[src/rtl/display_sequencer.sv]
// display_sequencer: raster timing generator and pixel sequencer feeding the TMDS encoder
module display_sequencer #(
    parameter int H_RES  = 640,
    parameter int H_FP   = 16,
    parameter int H_SYNC = 96,
    parameter int H_BP   = 48,
    parameter int V_RES  = 480,
    parameter int V_FP   = 10,
    parameter int V_SYNC = 2,
    parameter int V_BP   = 33,
    parameter int H_POL  = 0,
    parameter int V_POL  = 0,
    parameter int CORDW  = 16
) (
    input  logic             clk_pix,
    input  logic             rst_pix_n,
    input  logic             en,
    input  logic             clr_underflow,
    input  logic [7:0]       src_r,
    input  logic [7:0]       src_g,
    input  logic [7:0]       src_b,
    input  logic             src_valid,
    output logic             src_ready,
    output logic [CORDW-1:0] sx,
    output logic [CORDW-1:0] sy,
    output logic             frame,
    output logic             active,
    output logic [7:0]       red,
    output logic [7:0]       green,
    output logic [7:0]       blue,
    output logic             de,
    output logic             hsync,
    output logic             vsync,
    output logic [15:0]      underflow_cnt
);
    localparam int H_TOTAL = H_RES + H_FP + H_SYNC + H_BP;
    localparam int V_TOTAL = V_RES + V_FP + V_SYNC + V_BP;
    localparam logic [CORDW-1:0] H_LAST = CORDW'(H_TOTAL - 1);
    localparam logic [CORDW-1:0] V_LAST = CORDW'(V_TOTAL - 1);
    localparam logic [CORDW-1:0] H_ACT  = CORDW'(H_RES);
    localparam logic [CORDW-1:0] V_ACT  = CORDW'(V_RES);
    localparam logic [CORDW-1:0] HS_BEG = CORDW'(H_RES + H_FP);
    localparam logic [CORDW-1:0] HS_END = CORDW'(H_RES + H_FP + H_SYNC - 1);
    localparam logic [CORDW-1:0] VS_BEG = CORDW'(V_RES + V_FP);
    localparam logic [CORDW-1:0] VS_END = CORDW'(V_RES + V_FP + V_SYNC - 1);
    localparam logic [CORDW-1:0] ONE    = CORDW'(1);
    localparam logic HS_ON = H_POL != 0;
    localparam logic VS_ON = V_POL != 0;

    typedef enum logic {S_OFF, S_RUN} state_t;

    state_t           r_state;
    state_t           w_state_nxt;
    logic [CORDW-1:0] r_sx;
    logic [CORDW-1:0] r_sy;
    logic             w_eol;
    logic             w_eof;
    logic             w_act;
    logic             w_pix;
    logic             w_uf;
    logic [15:0]      w_uf_nxt;

    assign w_eol = r_sx == H_LAST;
    assign w_eof = w_eol && r_sy == V_LAST;
    assign w_act = r_sx < H_ACT && r_sy < V_ACT;
    assign w_pix = src_ready && src_valid;
    assign sx    = r_sx;
    assign sy    = r_sy;
    assign frame = r_sx == '0 && r_sy == '0;

    // raster position advances every pixel clock regardless of state
    always_ff @(posedge clk_pix or negedge rst_pix_n) begin
        if (!rst_pix_n) begin
            r_sx <= '0;
            r_sy <= '0;
        end else begin
            r_sx <= w_eol ? '0 : r_sx + ONE;
            if (w_eol)
                r_sy <= r_sy == V_LAST ? '0 : r_sy + ONE;
        end
    end

    // enable state, changed only on the last pixel of a frame
    always_ff @(posedge clk_pix or negedge rst_pix_n) begin
        if (!rst_pix_n)
            r_state <= S_OFF;
        else
            r_state <= w_state_nxt;
    end

    // frame-boundary transition, source handshake and saturating underflow count
    always_comb begin
        w_state_nxt = w_eof ? (en ? S_RUN : S_OFF) : r_state;
        active      = r_state == S_RUN;
        src_ready   = active && w_act;
        w_uf        = src_ready && !src_valid;
        w_uf_nxt    = clr_underflow ? {15'd0, w_uf} :
                      (w_uf && underflow_cnt != 16'hFFFF) ? underflow_cnt + 16'd1 : underflow_cnt;
    end

    // registered pixel and controls so rgb, de and syncs reach the encoder aligned
    always_ff @(posedge clk_pix or negedge rst_pix_n) begin
        if (!rst_pix_n) begin
            red           <= 8'd0;
            green         <= 8'd0;
            blue          <= 8'd0;
            de            <= 1'b0;
            hsync         <= !HS_ON;
            vsync         <= !VS_ON;
            underflow_cnt <= 16'd0;
        end else begin
            red           <= w_pix ? src_r : 8'd0;
            green         <= w_pix ? src_g : 8'd0;
            blue          <= w_pix ? src_b : 8'd0;
            de            <= src_ready;
            hsync         <= (r_sx >= HS_BEG && r_sx <= HS_END) ? HS_ON : !HS_ON;
            vsync         <= (r_sy >= VS_BEG && r_sy <= VS_END) ? VS_ON : !VS_ON;
            underflow_cnt <= w_uf_nxt;
        end
    end
endmodule
[config.mk]
export PLATFORM = sky130hd
export DESIGN_NAME = display_sequencer
export DESIGN_NICKNAME = d
export VERILOG_FILES = /design/src/rtl/display_sequencer.sv
export SDC_FILE = /design/constraint.sdc
export NUM_CORES = 1
export LEC_CHECK = 0
export CORE_AREA = 4 4 93 95
export DETAILED_ROUTE_END_ITERATION = 10
export DIE_AREA = 0 0 97 99
export PLACE_DENSITY = 0.77
export SLEW_MARGIN = 15
export SYNTH_ARGS = -nofsm -noshare
export SYNTH_HDL_FRONTEND = slang
export SYNTH_SLANG_ARGS = --single-unit
[constraint.sdc]
create_clock -name clk_pix -period 3.5 [get_ports clk_pix]
set_input_delay 0.7 -clock clk_pix [delete_from_list [all_inputs] [get_ports clk_pix]]
set_output_delay 0.7 -clock clk_pix [all_outputs]
set_load 0.01 [all_outputs]
Yosys cells after proc, flatten, opt, wreduce, memory -nomap -nowiden

Cells that the tools add are included.

Register bits after elaboration: 76
Input port bits: 29
Output and inout port bits: 78
Word-level logic and storage cells: 45

$add $sub $neg: 3
Order comparisons: 6
Eq/ne operators: 3
Multiplexer cells: 10
Reductions and logical operators: 13

Operators with widths:

| cell                                                                                | number |
|---|---|
| 16-bit two-way mux                                                                  | 4 |
| 16-bit by 1-bit adder with 16-bit output (second input constant)                    | 3 |
| 16-bit by 10-bit == test with 1-bit output (second input constant)                  | 2 |
| 16-bit logical NOT                                                                  | 2 |
| 8-bit two-way mux                                                                   | 3 |
| 16-bit by 10-bit >= comparator with 1-bit output (second input constant)            | 1 |
| 16-bit by 9-bit >= comparator with 1-bit output (second input constant)             | 1 |
| 16-bit by 10-bit less-or-equal comparator with 1-bit output (second input constant) | 1 |
| 16-bit by 9-bit less-or-equal comparator with 1-bit output (second input constant)  | 1 |
| 16-bit by 10-bit less-than comparator with 1-bit output (second input constant)     | 1 |
| 16-bit by 9-bit less-than comparator with 1-bit output (second input constant)      | 1 |
| 16-bit inequality test (second input constant)                                      | 1 |
| 1-bit logical AND                                                                   | 9 |
| 1-bit two-way mux                                                                   | 3 |
| 2-bit nonzero test                                                                  | 1 |
| 1-bit logical NOT                                                                   | 1 |

Depth between registers and ports, before layout

Depth after elaboration: 7
Mapped depth: 7
Depth with buffers taken out: 6

Least setup slack after synthesis

No wires, ideal clock.

Path kind: reg-to-output
From: register r_sx[15], in the netlist sx[15]
To: output src_ready
Arrival time: 1.468 ns
Data required time: 2.800 ns
Slack: 1.332 ns
Cell stages (with the launch flop): 5
Path buffers: 1
Cell sequence: dfrtp_1 -> nor4_4 -> nand4_1 -> nor2_1 -> clkbuf_1

Cells in the longest elaborated chain, start to end: 3

Ends and longest elaborated chain:

| item                                                    | RTL line | RTL |
|---|---|---|
| from (decl)                                             | 54       | `logic [CORDW-1:0] r_sx;` |
| from (signal assigned)                                  | 77       | `r_sx <= w_eol ? '0 : r_sx + ONE;` |
| 16-bit by 10-bit less-than comparator with 1-bit output | 65       | `assign w_act = r_sx < H_ACT && r_sy < V_ACT;` |
| 1-bit logical AND                                       | 65       |  |
| 1-bit logical AND                                       | 95       | `src_ready = active && w_act;` |
| to (decl)                                               | 23       | `output logic src_ready,` |

No other way between the ends.

Worst setup path after layout

From: register r_sy[5], in the netlist sy[5]
To: output frame

Cells in the longest elaborated chain, start to end: 2

Ends and longest elaborated chain:

| item                   | RTL line | RTL |
|---|---|---|
| from (decl)            | 55       | `logic [CORDW-1:0] r_sy;` |
| from (signal assigned) | 79       | `r_sy <= r_sy == V_LAST ? '0 : r_sy + ONE;` |
| 16-bit logical NOT     | 69       | `assign frame = r_sx == '0 && r_sy == '0;` |
| 1-bit logical AND      | 69       |  |
| to (decl)              | 26       | `output logic frame,` |

No other way between the ends.

==> tab_implementation.tex <==
\begin{tabular}{lr}
\hline
Metric & Value \\
\hline
\multicolumn{2}{l}{\textbf{Clock network}} \\
CTS tree & built \\
Root buf cell & sky130\_fd\_sc\_hd\_\_clkbuf\_8 \\
Depth of the CTS H-tree & 3 \\
CTS clock-pin slew for the worst setup and hold paths & 0.09 ns \\
Post-CTS sizing & 0 \\
Clock net sink count & 76 \\
CTS max path bufs & 2 \\
Cts bufs inserted & 9 \\
Buffers inserted by post-CTS timing repair & 0 \\
CTS Hold Bufs & 0 \\
Later-pin clock latency in the skew report & 0.36 ns \\
\multicolumn{2}{l}{\textbf{Worst setup path}} \\
Worst path arrival time & 2.37 ns \\
Critical Path Start Type & flip-flop \\
R2R Path End & sy[3] \\
Required time worst endpoint & 2.80 ns \\
Setup slack, reg-to-reg & 1.13 ns \\
Type of the worst setup path & reg2out \\
Reg2reg path depth & 6 \\
Largest fanout on the critical path & 6 \\
Setup crit start & sy[5] \\
Launch instance of the worst register-to-register path & sx[15] \\
Type of element capturing the critical path & output pin \\
\multicolumn{2}{l}{\textbf{Yosys}} \\
Primary FF master, synth & sky130\_fd\_sc\_hd\_\_dfrtp\_1 \\
Top post-synthesis cells by count & sky130\_fd\_sc\_hd\_\_dfrtp\_1 (74), sky130\_fd\_sc\_hd\_\_nor2\_1 (36), sky130\_fd\_sc\_hd\_\_and3\_1 (32), sky130\_fd\_sc\_hd\_\_nand4\_1 (21), sky130\_fd\_sc\_hd\_\_nand2\_1 (20) \\
Main area contributors after synthesis & sky130\_fd\_sc\_hd\_\_dfrtp\_1 (52\%), sky130\_fd\_sc\_hd\_\_and3\_1 (5.7\%), sky130\_fd\_sc\_hd\_\_xnor2\_1 (4.0\%) \\
Syn nets & 376 \\
Top-count cell post-synth & sky130\_fd\_sc\_hd\_\_dfrtp\_1 \\
Portion of the post-synthesis area used by sequential elements & 53.9\% \\
Cell area after synthesis & 3540 µm² \\
Flip-flop and latch count after synthesis & 76 \\
Share of synthesized flip-flops with an asynchronous set or reset & 100\% \\
Distinct cell type count of the synthesized netlist & 42 \\
Yosys warning count & 0 \\
Share of the synthesized area in the top cell type & 52.4\% \\
Synthesized area divided by synthesized cell count & 10.3 µm² \\
Number of synthesized flops with an enable pin & 0 \\
Top cell type by total area after synthesis & sky130\_fd\_sc\_hd\_\_dfrtp\_1 \\
Gate count of the mapped netlist & 342 \\
\multicolumn{2}{l}{\textbf{Power and ir drop}} \\
Pleak & 2.16 nW \\
Areal power density over the cells & 333 nW/µm² \\
Worst ir drop on vdd & 231 µV \\
Total Power Consumption & 1.64 mW \\
\multicolumn{2}{l}{\textbf{Global route}} \\
Global-route wire length before repair & 14800 µm \\
Pin count of the biggest net entering global routing & 77 \\
Via count of the first global-routing pass & 3062 \\
All-layer global routing usage & 19.0\% \\
Remaining global-route overflow & 0 \\
Number of antenna violations at the first check in global routing & 0 \\
\multicolumn{2}{l}{\textbf{STA}} \\
Total count of hold-check failures in the final report & 0 \\
Post-layout worst setup margin & 0.430 ns \\
Worst Tran Pin Value & 0.922 ns \\
Clock period minus final worst setup slack & 3.07 ns \\
Maximum frequency from static timing analysis & 326 MHz \\
Finish-stage setup viols & 0 \\
Period utilisation layout & 87.7\% \\
Number of slew-limit violations in the final report & 0 \\
Setup TNS & 0 ns \\
Worst slew slack as a fraction of its limit & 37.9\% \\
Unrepaired setup endpoints after global routing & no \\
Worst-case clock skew & 0.00881 ns \\
\multicolumn{2}{l}{\textbf{Route}} \\
Wire length reported by the detailed router & 8900 µm \\
Detailed Routing Iterations Pass 1 & 4 \\
Vias per std cell & 5.40 \\
DRC violation count after routing & 0 \\
Count of antenna-violating nets left after detailed routing & 0 \\
Via count & 3020 \\
Drt wl/cell & 15.9 µm \\
Number of violations reported at the end of detailed-routing iteration 0 & 113 \\
\multicolumn{2}{l}{\textbf{Floorplan}} \\
Die X-Extent & 97 µm \\
Initial cell density of the core & 45.8\% \\
Placeable core region & 7730 µm² \\
Top-level port count & 107 \\
Chip height & 99 µm \\
Die Footprint & 9600 µm² \\
Number of placement rows & 32 \\
\multicolumn{2}{l}{\textbf{Run}} \\
Number of max-capacitance violations reported & 0 \\
\multicolumn{2}{l}{\textbf{Cells and area}} \\
Fraction of final layout cells with drive strength greater than 1 & 8.10\% \\
Number of standard cells in the final layout excluding fillers & 559 \\
Post-Layout Inst Area & 4920 µm² \\
Diodes inserted & 0 \\
Synth-to-layout area growth & 39.1\% \\
Final nets & 486 \\
\multicolumn{2}{l}{\textbf{Place}} \\
Placer Congestion & 0.856 \\
Minimum setup slack after placement & 0.821 ns \\
Instance area at placement & 4710 µm² \\
Cell total after placement & 543 \\
Count of input and output buffers & 106 \\
Dpl hpwl & 6440 µm \\
\multicolumn{2}{l}{\textbf{Hold path}} \\
Classification of the worst-slack hold path & in2async \\
\multicolumn{2}{l}{\textbf{Status}} \\
Status & finished clean \\
\hline
\end{tabular}
## worst max path at each step
stage | end | slack, ns | depth (start not counted)
2_1_floorplan | src_ready | 1.33 | 4
3_3_place_gp | src_ready | 0.91 | 5
3_5_place_dp | underflow_cnt[13] | 0.82 | 5
4_1_cts | frame | 0.44 | 5
5_1_grt | frame | 0.28 | 5
6_report | frame | 0.43 | 5
## flip-flops by register name (all words and copies together) (netlist names)
signal	cells
active	1
blue	8
de	1
green	8
hsync	1
red	8
sx	16
sy	16
underflow_cnt	16
vsync	1
## through the flow
stage / util [%] / hold WS (ns)
6_report: 63.6 / 0.492
5_1_grt: 63.6 / 0.555
4_1_cts: 63.6 / 0.512
3_5_place_dp: 61.0 / 0.530
3_3_place_gp: 61.0 / 0.511
2_1_floorplan: - / 0.404
## power by group
part,switching (mW),internal (mW)
Clock,0.362,0.342
Sequential,0.0000000000000000323,0.877
Combinational,0.0294,0.0302
## area by class of cell
cell class,count,area [µm²]
repair buffers,111,1100
multi-input cells,245,1550
fillers,640,2810
well taps,102,128
flip-flops and latches,76,1900
inverters,9,33.8
clock buffers,9,124
clock inverters,7,82.6
## worst max-delay path: stages (launching register included)
cell	delay (ns)
sky130_fd_sc_hd__dfrtp_1	0.45
sky130_fd_sc_hd__nor4_1	0.42
sky130_fd_sc_hd__nand3b_1	0.12
sky130_fd_sc_hd__nor4_1	0.24
sky130_fd_sc_hd__and4b_1	0.25
sky130_fd_sc_hd__clkdlybuf4s50_1	0.54
## logic make-up after synthesis
logic type                 share of synthesized area (%)
buffers and inverters                               2.30
muxes                                               1.52
adders and majority gates                           1.77
xor gates and xnor gates                            5.94
AOI/OAI and AO/OA                                   7.47
and+or+nand+nor                                     27.1
DFF                                                 53.9
## placed cells by master, fill, tap and decap left out, types with 2 or more instances in the layout
master / count
sky130_fd_sc_hd__clkdlybuf4s50_1: 105
sky130_fd_sc_hd__dfrtp_1: 74
sky130_fd_sc_hd__nor2_1: 36
sky130_fd_sc_hd__and3_1: 32
sky130_fd_sc_hd__nand4_1: 21
sky130_fd_sc_hd__nand2_1: 20
sky130_fd_sc_hd__nand3_1: 19
sky130_fd_sc_hd__xnor2_1: 16
sky130_fd_sc_hd__a21oi_1: 14
sky130_fd_sc_hd__o21ai_0: 10
sky130_fd_sc_hd__inv_1: 9
sky130_fd_sc_hd__clkbuf_8: 9
sky130_fd_sc_hd__xor2_1: 8
sky130_fd_sc_hd__nor3_1: 6
sky130_fd_sc_hd__nor4_1: 6
sky130_fd_sc_hd__nand2b_1: 6
sky130_fd_sc_hd__buf_4: 6
sky130_fd_sc_hd__or3_1: 5
sky130_fd_sc_hd__ha_1: 5
sky130_fd_sc_hd__nor2b_1: 4
sky130_fd_sc_hd__a31o_2: 4
sky130_fd_sc_hd__and2_1: 3
sky130_fd_sc_hd__mux2_2: 3
sky130_fd_sc_hd__a31oi_1: 3
sky130_fd_sc_hd__inv_6: 3
sky130_fd_sc_hd__nor4_4: 2
sky130_fd_sc_hd__or2_2: 2
sky130_fd_sc_hd__nor4b_1: 2
sky130_fd_sc_hd__nand3b_1: 2
sky130_fd_sc_hd__and4b_1: 2
sky130_fd_sc_hd__nand4b_1: 2
sky130_fd_sc_hd__mux2i_1: 2
sky130_fd_sc_hd__clkinvlp_4: 2
sky130_fd_sc_hd__dfstp_2: 2
## layer usage
layer | global-route usage, % | vias up | share of wire, %
met3 | 4.39 | 20 | 5.8
li1 | - | 1451 | -
met1 | 23.6 | 1442 | 43
met5 | 0 | - | 0
met2 | 32.3 | 107 | 49
met4 | 7.45 | 0 | 2.4
(Power assumes the default switching activity.)
